===== config.mk =====
export PLATFORM = sky130hd
export DESIGN_NAME = rca_sum_7seg_scan
export DESIGN_NICKNAME = d
export VERILOG_FILES = /design/src/rtl/rca_sum_7seg_scan_pkg.sv /design/src/rtl/rca_sum_7seg_scan_bcd_to_7seg.sv /design/src/rtl/rca_sum_7seg_scan.sv
export SDC_FILE = /design/constraint.sdc
export NUM_CORES = 1
export LEC_CHECK = 0
export ABC_AREA = 1
export CAP_MARGIN = 10
export CORE_MARGIN = 4
export CORE_UTILIZATION = 55
export CTS_CLUSTER_SIZE = 12
export DETAILED_ROUTE_END_ITERATION = 6
export PLACE_DENSITY = 0.79
export RECOVER_POWER = 50
export SYNTH_ARGS = -nofsm -noshare
export SYNTH_HDL_FRONTEND = slang
export SYNTH_SLANG_ARGS = --single-unit

===== constraint.sdc =====
create_clock -name clk -period 4.52 [get_ports clk]
set_input_delay 0.904 -clock clk [delete_from_list [all_inputs] [get_ports clk]]
set_output_delay 0.904 -clock clk [all_outputs]
set_load 0.005 [all_outputs]

===== src/rtl/rca_sum_7seg_scan_pkg.sv =====
// Shared definitions for the adder-result display stage: FSM states,
// active-high 7-segment codes {g,f,e,d,c,b,a} and the double-dabble nibble fix-up.
package rca_sum_7seg_scan_pkg;

    typedef enum logic [1:0] {
        ST_IDLE   = 2'd0,
        ST_CONV   = 2'd1,
        ST_COMMIT = 2'd2
    } state_e;

    localparam logic [6:0] SEG_0     = 7'h3F;
    localparam logic [6:0] SEG_1     = 7'h06;
    localparam logic [6:0] SEG_2     = 7'h5B;
    localparam logic [6:0] SEG_3     = 7'h4F;
    localparam logic [6:0] SEG_4     = 7'h66;
    localparam logic [6:0] SEG_5     = 7'h6D;
    localparam logic [6:0] SEG_6     = 7'h7D;
    localparam logic [6:0] SEG_7     = 7'h07;
    localparam logic [6:0] SEG_8     = 7'h7F;
    localparam logic [6:0] SEG_9     = 7'h6F;
    localparam logic [6:0] SEG_BLANK = 7'h00;

    // Shift-add-3 correction applied to a BCD nibble before each left shift.
    function automatic logic [3:0] add3(input logic [3:0] n);
        return (n >= 4'd5) ? n + 4'd3 : n;
    endfunction

endpackage


===== src/rtl/rca_sum_7seg_scan_bcd_to_7seg.sv =====
// Combinational BCD digit to 7-segment decoder; non-decimal nibbles blank the digit.
module bcd_to_7seg
    import rca_sum_7seg_scan_pkg::*;
(
    input  logic [3:0] bcd_i,
    output logic [6:0] seg_o
);

    // Map one BCD digit to its segment pattern.
    always_comb begin
        seg_o = SEG_BLANK;
        unique case (bcd_i)
            4'd0:    seg_o = SEG_0;
            4'd1:    seg_o = SEG_1;
            4'd2:    seg_o = SEG_2;
            4'd3:    seg_o = SEG_3;
            4'd4:    seg_o = SEG_4;
            4'd5:    seg_o = SEG_5;
            4'd6:    seg_o = SEG_6;
            4'd7:    seg_o = SEG_7;
            4'd8:    seg_o = SEG_8;
            4'd9:    seg_o = SEG_9;
            default: seg_o = SEG_BLANK;
        endcase
    end

endmodule


===== src/rtl/rca_sum_7seg_scan.sv =====
// Display stage for the ripple-carry adder: captures {cout,sum} on i_valid,
// converts it to BCD with a sequential double-dabble engine, and scans the
// committed digits onto a multiplexed 7-segment display.
// Optional build macro LEAD_ZERO_BLANK_EN blanks leading zero digits (digit 0 always shown).
module rca_sum_7seg_scan
    import rca_sum_7seg_scan_pkg::*;
#(
    parameter int WIDTH    = 8,
    parameter int DIGITS   = 3,
    parameter int SCAN_DIV = 16
) (
    input  logic                clk,
    input  logic                reset_n,
    input  logic                i_valid,
    input  logic [WIDTH-1:0]    i_sum,
    input  logic                i_cout,
    output logic                o_busy,
    output logic                o_done,
    output logic [4*DIGITS-1:0] o_bcd,
    output logic [6:0]          o_seg,
    output logic [DIGITS-1:0]   o_an
);

    localparam int VAL_W   = WIDTH + 1;
    localparam int BCD_W   = 4 * DIGITS;
    localparam int ITER_W  = $clog2(VAL_W);
    localparam int PRESC_W = $clog2(SCAN_DIV);
    localparam int IDX_W   = (DIGITS > 1) ? $clog2(DIGITS) : 1;

    state_e              state_q, state_d;
    logic [VAL_W-1:0]    shift_q, shift_d;
    logic [BCD_W-1:0]    work_q,  work_d;
    logic [ITER_W-1:0]   iter_q,  iter_d;
    logic [BCD_W-1:0]    disp_q,  disp_d;
    logic [PRESC_W-1:0]  presc_q, presc_d;
    logic [IDX_W-1:0]    idx_q,   idx_d;
    logic [DIGITS-1:0]   an_q,    an_d;
    logic [6:0]          seg_q,   seg_d;

    logic [BCD_W-1:0]    work_adj;
    logic [3:0]          sel_nibble;
    logic [6:0]          sel_seg;
    logic                sel_blank;

    // Conversion FSM and double-dabble datapath next-state.
    always_comb begin
        // NOTE: every signal driven here gets a default first so no path leaves it unassigned, which would infer a latch.
        state_d  = state_q;
        shift_d  = shift_q;
        work_d   = work_q;
        iter_d   = iter_q;
        disp_d   = disp_q;
        work_adj = work_q;
        for (int d = 0; d < DIGITS; d++) begin
            work_adj[4*d +: 4] = add3(work_q[4*d +: 4]);
        end
        unique case (state_q)
            ST_IDLE: begin
                if (i_valid) begin
                    shift_d = {i_cout, i_sum};
                    work_d  = '0;
                    iter_d  = '0;
                    state_d = ST_CONV;
                end
            end
            ST_CONV: begin
                {work_d, shift_d} = {work_adj, shift_q} << 1;
                iter_d            = iter_q + ITER_W'(1);
                if (iter_q == ITER_W'(WIDTH)) begin
                    state_d = ST_COMMIT;
                end
            end
            ST_COMMIT: begin
                disp_d  = work_q;
                state_d = ST_IDLE;
            end
            default: state_d = ST_IDLE;
        endcase
    end

    // Conversion state registers; reset aborts any conversion in flight.
    always_ff @(posedge clk or negedge reset_n) begin
        if (!reset_n) begin
            // NOTE: sequential state uses non-blocking assignments so every register samples pre-edge values.
            state_q <= ST_IDLE;
            shift_q <= '0;
            work_q  <= '0;
            iter_q  <= '0;
            disp_q  <= '0;
        end else begin
            state_q <= state_d;
            shift_q <= shift_d;
            work_q  <= work_d;
            iter_q  <= iter_d;
            disp_q  <= disp_d;
        end
    end

    // Pick the digit under the scan index and decide whether it is a leading zero.
    always_comb begin
        sel_nibble = disp_q[3:0];
        sel_blank  = (idx_q != '0);
        for (int d = 0; d < DIGITS; d++) begin
            if (idx_q == IDX_W'(d)) begin
                sel_nibble = disp_q[4*d +: 4];
            end
            if (d >= int'(idx_q) && disp_q[4*d +: 4] != 4'd0) begin
                sel_blank = 1'b0;
            end
        end
    end

    bcd_to_7seg u_dec (
        .bcd_i (sel_nibble),
        .seg_o (sel_seg)
    );

    // Free-running prescaler, digit index and registered anode/segment drive.
    always_comb begin
        presc_d = presc_q + PRESC_W'(1);
        idx_d   = idx_q;
        if (presc_q == PRESC_W'(SCAN_DIV - 1)) begin
            presc_d = '0;
            idx_d   = (idx_q == IDX_W'(DIGITS - 1)) ? '0 : idx_q + IDX_W'(1);
        end
        an_d = DIGITS'(1) << idx_q;
`ifdef LEAD_ZERO_BLANK_EN
        seg_d = sel_blank ? SEG_BLANK : sel_seg;
`else
        seg_d = sel_seg;
`endif
    end

    // Scan registers; display starts on the ones digit showing "0".
    always_ff @(posedge clk or negedge reset_n) begin
        if (!reset_n) begin
            presc_q <= '0;
            idx_q   <= '0;
            an_q    <= DIGITS'(1);
            seg_q   <= SEG_0;
        end else begin
            presc_q <= presc_d;
            idx_q   <= idx_d;
            an_q    <= an_d;
            seg_q   <= seg_d;
        end
    end

    assign o_busy = (state_q != ST_IDLE);
    assign o_done = (state_q == ST_COMMIT);
    assign o_bcd  = disp_q;
    assign o_an   = an_q;
    assign o_seg  = seg_q;

endmodule


==> run_results.csv, run 1 <==
group,metric,value,unit
power_and_ir_drop,p_clk_frac,0.162,
route,antenna_left,0,
synthesis,ys_types,28,
synthesis,syn_inst,305,
clock_tree,cts-resized-gates,0,
clock_tree,cts_tree,"done",
power_and_ir_drop,power_density,643.2,mW/mm^2
power_and_ir_drop,comb_power_share,0.438,
timing,hold_slack,485.4,ps
placement,gp_congestion,0.8222,
synthesis,avgSynthCellArea,8.783,sq um
grt,track_usage,0.1781,
timing,worstMarginPinSlew,665.3,ps
synthesis,ys_ff_latch,55,
clock_tree,cts_buffers,5,
synthesis,synth_top_area_frac,0.4484,
route,drc,0,
min_path,holdPathStages,1,
layout,nNetsFinal,370,
synthesis,yosysTopAreaCell,"dfrtp_1",
critical_path,reg2reg_depth,12,
placement,place_ws,2146,ps
grt,grt_pass1_vias,2116,
power_and_ir_drop,peakVddDrop,0.2745,mV
power_and_ir_drop,p_int,0.001276,W
critical_path,critPathArrivalTime,1760,ps
synthesis,yosysWarnings,0,
grt,grt-ovfl-total,0,
route,first_iter_violations,80,
clock_tree,hold_buffers,0,
critical_path,crit_type,"register to output port",
route,avgViaCountPerCell,5.163,
clock_tree,cts_root_buf,"clkbuf_8",
grt,grt_pass1_wl,8.618,mm
timing,tns,0,ps
clock_tree,insertion_delay,310,ps
route,vias,2122,
placement,hpwl,3.751,mm
grt,grt_util_met2,0.3219,
floorplanning,die_w,77.79,microns
floorplanning,dieArea,0.006051,sq mm
critical_path,crit_path_end_kind,"output port",
clock_tree,cts_buffer_depth,2,
floorplanning,rows,25,
layout,fin_util,0.6758,
route,drt_pass1_iterations,4,
timing,fin_skew,4.378,ps
grt,grt_use_met3,0.04524,
synthesis,ys_seq_area_frac,0.5170,
power_and_ir_drop,power_frac_seq,0.400,
clock_tree,cts.sinks,55,
power_and_ir_drop,total_power,0.002053,W
flow_run,drv_cap,0,
clock_tree,cts.clk_slew.worst_paths,90,ps
min_path,min_from,"iter_q[2]",
min_path,hp-class,"register to register",
critical_path,crit_fanout,8,
synthesis,synth_edf_count,0,
clock_tree,post_cts.repair.setup_buffers,0,
floorplanning,io_pins,36,
timing,finalWorstSetupSlack,1859,ps
critical_path,crit_required,3620,ps
critical_path,start_kind,"register",
timing,drv_slew,0,
grt,grt_max_degree,56,
synthesis,synth_area_leaders,"dfrtp_1, nand2_1, ha_1",
floorplanning,initial_utilization,0.5672,
synthesis,yosys.cell_count.top_type,"nand2_1",
placement,io_buffers,35,
power_and_ir_drop,cellLeakagePower,1.568,nW
layout,n_antenna_cell,0,
grt,grtUsageMet1,0.1966,
power_and_ir_drop,p_sw,0.0007766,W
synthesis,netlist_top_cells_count,"nand2_1, dfrtp_1, o21ai_0, inv_1, nand3_1",
synthesis,synth-main-ff-cell,"dfrtp_1",
timing,rsz0062_at_grt,"false",
floorplanning,floorplan.die.height,77.79,microns
min_path,hold_end,"iter_q[2]",
timing,hold_violations,0,
synthesis,synth_area,0.002679,sq mm
synthesis,synth_async_sr_flop_share,1.000,
clock_tree,cts_max_level,2,
layout,area_growth,19.15,%
timing,fmax,0.3757,GHz
grt,grt.busiest_layer,"met2",
critical_path,r2r-end,"o_seg[0]",
timing,post-route-period-util,0.5888,
route,routedWlPerCell,12.27,microns
power_and_ir_drop,power_switching_share,0.3783,
grt,antenna_found_initial,0,
outcome,status,"completed",
critical_path,r2r_start,"idx_q[0]",
timing,max_slew_margin,0.5565,
synthesis,synth.net_count,332,
floorplanning,core,0.004723,sq mm
timing,min_period,2661,ps
timing,setup_viol,0,
route,routed_wl,5.044,mm
critical_path,r2r_slack,2550,ps
layout,layout-drive-gt1-share,0.08721,
## state kept, by name, summed over array words and instances, names as in the netlist, 3 cells and up
| name | cells |
|---|---|
| iter_q | 4 |
| shift_q | 9 |
| presc_q | 4 |
| o_bcd | 12 |
| o_seg | 7 |
| work_q | 12 |
| o_an | 3 |
## cell type report
type	count	area, sq um
Clock inverter	2	35.03
Multi-Input combinational cell	206	1106
Inverter	39	146.4
Timing Repair Buffer	36	352.8
Sequential cell	55	1385
Fill cell	375	1531
Tap cell	67	83.83
Clock buffer	6	82.58
## power by group through the flow
stage / Clock (W) / Combinational, W / Sequential (W)
3_5_place_dp: 0 / 0.000905 / 0.000834
2_1_floorplan: 0 / 0.000596 / 0.000812
4_1_cts: 0.000340 / 0.000909 / 0.000825
6_report: 0.000333 / 0.000898 / 0.000821
5_1_grt: 0.000362 / 0.00103 / 0.000849
3_3_place_gp: 0 / 0.000867 / 0.000827
## worst max-delay path, cell delays in order, from the launching register on
cell             delay, ps
dfrtp_1                390
inv_1                  100
nor2_1                 370
clkdlybuf4s50_1        600
## how the worst max path moves through the flow
stage / slack (ps) / end / depth (start not counted) / start
floorplan: 2830 / shift_q[8] / 5 / i_valid
global placement: 2200 / shift_q[8] / 5 / i_valid
detailed placement: 2150 / iter_q[1] / 4 / i_valid
CTS: 1970 / o_busy / 3 / state_q[0]
global route: 1720 / o_done / 3 / state_q[1]
finish: 1860 / o_done / 3 / state_q[1]
## per-stage QoR
step                      instance area [sq um]  instances
after CTS                                  3199        411
after detailed placement                   3082        403
final                                      3192        411
after global routing                       3192        411
after floorplan                            2679        305
after global placement                     3082        403
## placed cells by master (no fill, tap or decap)
cell type and instances:
xor2_1 4, buf_2 1, inv_1 36, dfstp_2 7, clkbuf_8 6, a21oi_1 3
buf_4 1, o211ai_1 1, nand2_2 2, inv_2 3, clkinv_2 1, nand2_1 81
ha_1 15, o21ai_0 36, nand3_2 1, a22oi_1 6, bufinv_16 1, clkdlybuf4s50_1 34
nor2_2 2, nand3_1 25, nand3b_1 1, o21ai_4 1, a21oi_4 1, nand2_4 1
nor2_1 18, o21ai_2 1, or2_1 1, dfrtp_1 48, or2_2 1, o22ai_1 5
## routing by layer
layer  up-vias  wire (microns)
met4         0              91
met1       970            2178
met2        80            2496
met5         -               0
met3        13             277
li1       1059               -
## kinds of logic (layout without fill, tap and decap cells)
| group | count (synthesis) | count (layout) | synth area share |
|---|---|---|---|
| xor+xnor | 4 | 4 | 0.01308 |
| simple gates | 133 | 133 | 0.2130 |
| fa+ha+maj | 15 | 15 | 0.07006 |
| buf+inv | 44 | 83 | 0.06726 |
| flops | 55 | 55 | 0.5170 |
| compound gates | 54 | 54 | 0.1196 |
No activity file was read; power rests on OpenSTA's default activity.
==> run 2: changes to the inputs <==
--- a/config.mk
+++ b/config.mk
@@ -8,10 +8,10 @@
 export ABC_AREA = 1
 export CAP_MARGIN = 10
 export CORE_MARGIN = 4
-export CORE_UTILIZATION = 55
+export CORE_UTILIZATION = 49
 export CTS_CLUSTER_SIZE = 12
 export DETAILED_ROUTE_END_ITERATION = 6
-export PLACE_DENSITY = 0.79
+export PLACE_DENSITY = 0.74
 export RECOVER_POWER = 50
 export SYNTH_ARGS = -nofsm -noshare
 export SYNTH_HDL_FRONTEND = slang
==> constraint.sdc (replaced) <==
create_clock -name clk -period 2.3 [get_ports clk]
set_input_delay 0.46 -clock clk [delete_from_list [all_inputs] [get_ports clk]]
set_output_delay 0.46 -clock clk [all_outputs]
set_load 0.005 [all_outputs]
==> run 2 against run 1 <==
Total power up 90%. Sequential cell count unchanged. Clock power up 58%. Sequential share of layout area up 0.29 points.
==> run_results.csv, run 2 (synthesized netlist as in run 1, its figures left out) <==
group,metric,value,unit
outcome,status,"completed",
critical_path,crit_path_cell_trace,"nor2_2 -> inv_1 -> clkdlybuf4s50_1",
layout,fillers,445,
layout,layout_commonest_cell,"nand2_1",
critical_path,cpLargestDelayFamily,"buffers and inverters",
clock_tree,cts-resized-gates,0,
clock_tree,cts_root_buf,"clkbuf_8",
power_and_ir_drop,cellLeakagePower,1.544,nW
timing,fin_skew,4.832,ps
critical_path,start_kind,"register",
critical_path,path_buf_inv,2,
clock_tree,insertion_delay,310,ps
power_and_ir_drop,peakVddDrop,0.5463,mV
timing,setup_viol,0,
grt,track_usage,0.1615,
grt,grt_pass1_wl,8.314,mm
placement,io_buffers,35,
timing,hold_violations,0,
clock_tree,hold_buffers,0,
placement,place_area,0.003098,sq mm
clock_tree,cts_max_level,2,
floorplanning,dieArea,0.006714,sq mm
timing,rsz0062_at_grt,"false",
layout,multi_input_area,0.001114,sq mm
timing,drv_slew,0,
layout,seqCellArea,0.001385,sq mm
route,first_iter_violations,76,
layout,layout-drive-gt1-share,0.08721,
grt,grt_pass1_vias,1958,
layout,design_area,0.003171,sq mm
clock_tree,cts_buffers,5,
clock_tree,cts_buffer_depth,2,
grt,grt-ovfl-total,0,
timing,min_period,2069,ps
layout,n_antenna_cell,0,
placement,hpwl,3.681,mm
layout,nNetsFinal,370,
critical_path,crit_type,"register to output port",
layout,fin_util,0.6091,
layout,area_growth,18.36,%
route,vias,2075,
placement,gp_congestion,0.8722,
grt,grt_max_degree,33,
flow_run,drv_cap,0,
critical_path,crit_path_end_kind,"output port",
clock_tree,post_cts.repair.setup_buffers,0,
route,antenna_left,0,
timing,max_slew_margin,0.2076,
critical_path,crit_required,1840,ps
critical_path,reg2reg_depth,12,
floorplanning,core,0.005205,sq mm
min_path,hp-class,"input pin to asynchronous set/reset pin",
layout,mostFrequentLayoutCells,"nand2_1, dfrtp_1, inv_1, o21ai_0, clkdlybuf4s50_1",
route,routedWlPerCell,11.83,microns
grt,antenna_found_initial,0,
clock_tree,cts.sinks,55,
critical_path,slowest_delay,470,ps
critical_path,critPathArrivalTime,1610,ps
critical_path,r2r_start,"idx_q[1]",
timing,fmax,0.4834,GHz
critical_path,crit_fanout,10,
clock_tree,cts_tree,"done",
floorplanning,initial_utilization,0.5147,
floorplanning,die_w,81.94,microns
critical_path,r2r_slack,390,ps
route,routed_wl,4.897,mm
critical_path,r2r-end,"o_seg[0]",
critical_path,slowest_stage,"dfrtp_1",
clock_tree,cts.clk_slew.worst_paths,100,ps
floorplanning,io_pins,36,
route,avgViaCountPerCell,5.012,
route,drc,0,
timing,worstMarginPinSlew,1189,ps
floorplanning,rows,26,
route,drt_pass1_iterations,4,
timing,tns,0,ps
power_and_ir_drop,power_density,1229,mW/mm^2
floorplanning,floorplan.die.height,81.94,microns
timing,post-route-period-util,0.8995,
-- run 2: cell types whose count changed in the layout (fill, tap and decap cells not counted) --
cell | before | now
buf_2 | 1 | 0
nor2_1 | 18 | 17
bufinv_16 | 1 | 0
clkinvlp_4 | 0 | 2
buf_4 | 1 | 0
nor2_4 | 0 | 1
clkbuf_1 | 0 | 1
clkbuf_8 | 6 | 5
clkbuf_2 | 0 | 1
-- run 2: layout make-up --
| type | instances | area share |
|---|---|---|
| Tap cell | 70 | 0.02762 |
| Inverter | 39 | 0.04617 |
| Multi-Input combinational cell | 206 | 0.3512 |
| Clock inverter | 3 | 0.006314 |
| Timing Repair Buffer | 36 | 0.1101 |
| Clock buffer | 5 | 0.02170 |
| Sequential cell | 55 | 0.4369 |
-- run 2: worst max-delay path by stage --
stage / start / end / slack, ps / cells past startpoint
3_3_place_gp: i_valid / shift_q[8] / 450 / 5
5_1_grt: reset_n / o_bcd[0] / 90 / 2
4_1_cts: state_q[0] / o_busy / 210 / 3
6_report: state_q[0] / o_busy / 230 / 3
2_1_floorplan: idx_q[0] / o_seg[0] / 660 / 12
3_5_place_dp: i_valid / shift_q[8] / 410 / 5
-- run 2: stage by stage --
stage | cells | power (W) | hold WS [ps] | setup WS [ps]
after floorplan | 305 | 0.002766 | 164.4 | 664.9
after global placement | 406 | 0.003351 | 472.4 | 449.5
after detailed placement | 406 | 0.003407 | 472.2 | 410.1
after CTS | 414 | 0.003938 | 132.7 | 212.7
after global routing | 414 | 0.004282 | 515.2 | 86.78
final | 414 | 0.003898 | 368.6 | 231.2
-- run 2: per-layer routing --
layer  wire, microns  part of all wire  up-vias  track usage
li1                -                 -     1052            -
met1            2190              0.45      963       0.2010
met2            2373              0.48       55       0.2763
met3             275             0.056        5      0.02961
met4              58             0.012        0      0.06478
met5               0                 0        -            0
-- run 2: power breakdown --
part           switching (W)  internal (W)
logic               0.000968      0.000788
clock network       0.000313      0.000212
registers           0.000248       0.00137
total                0.00153       0.00237
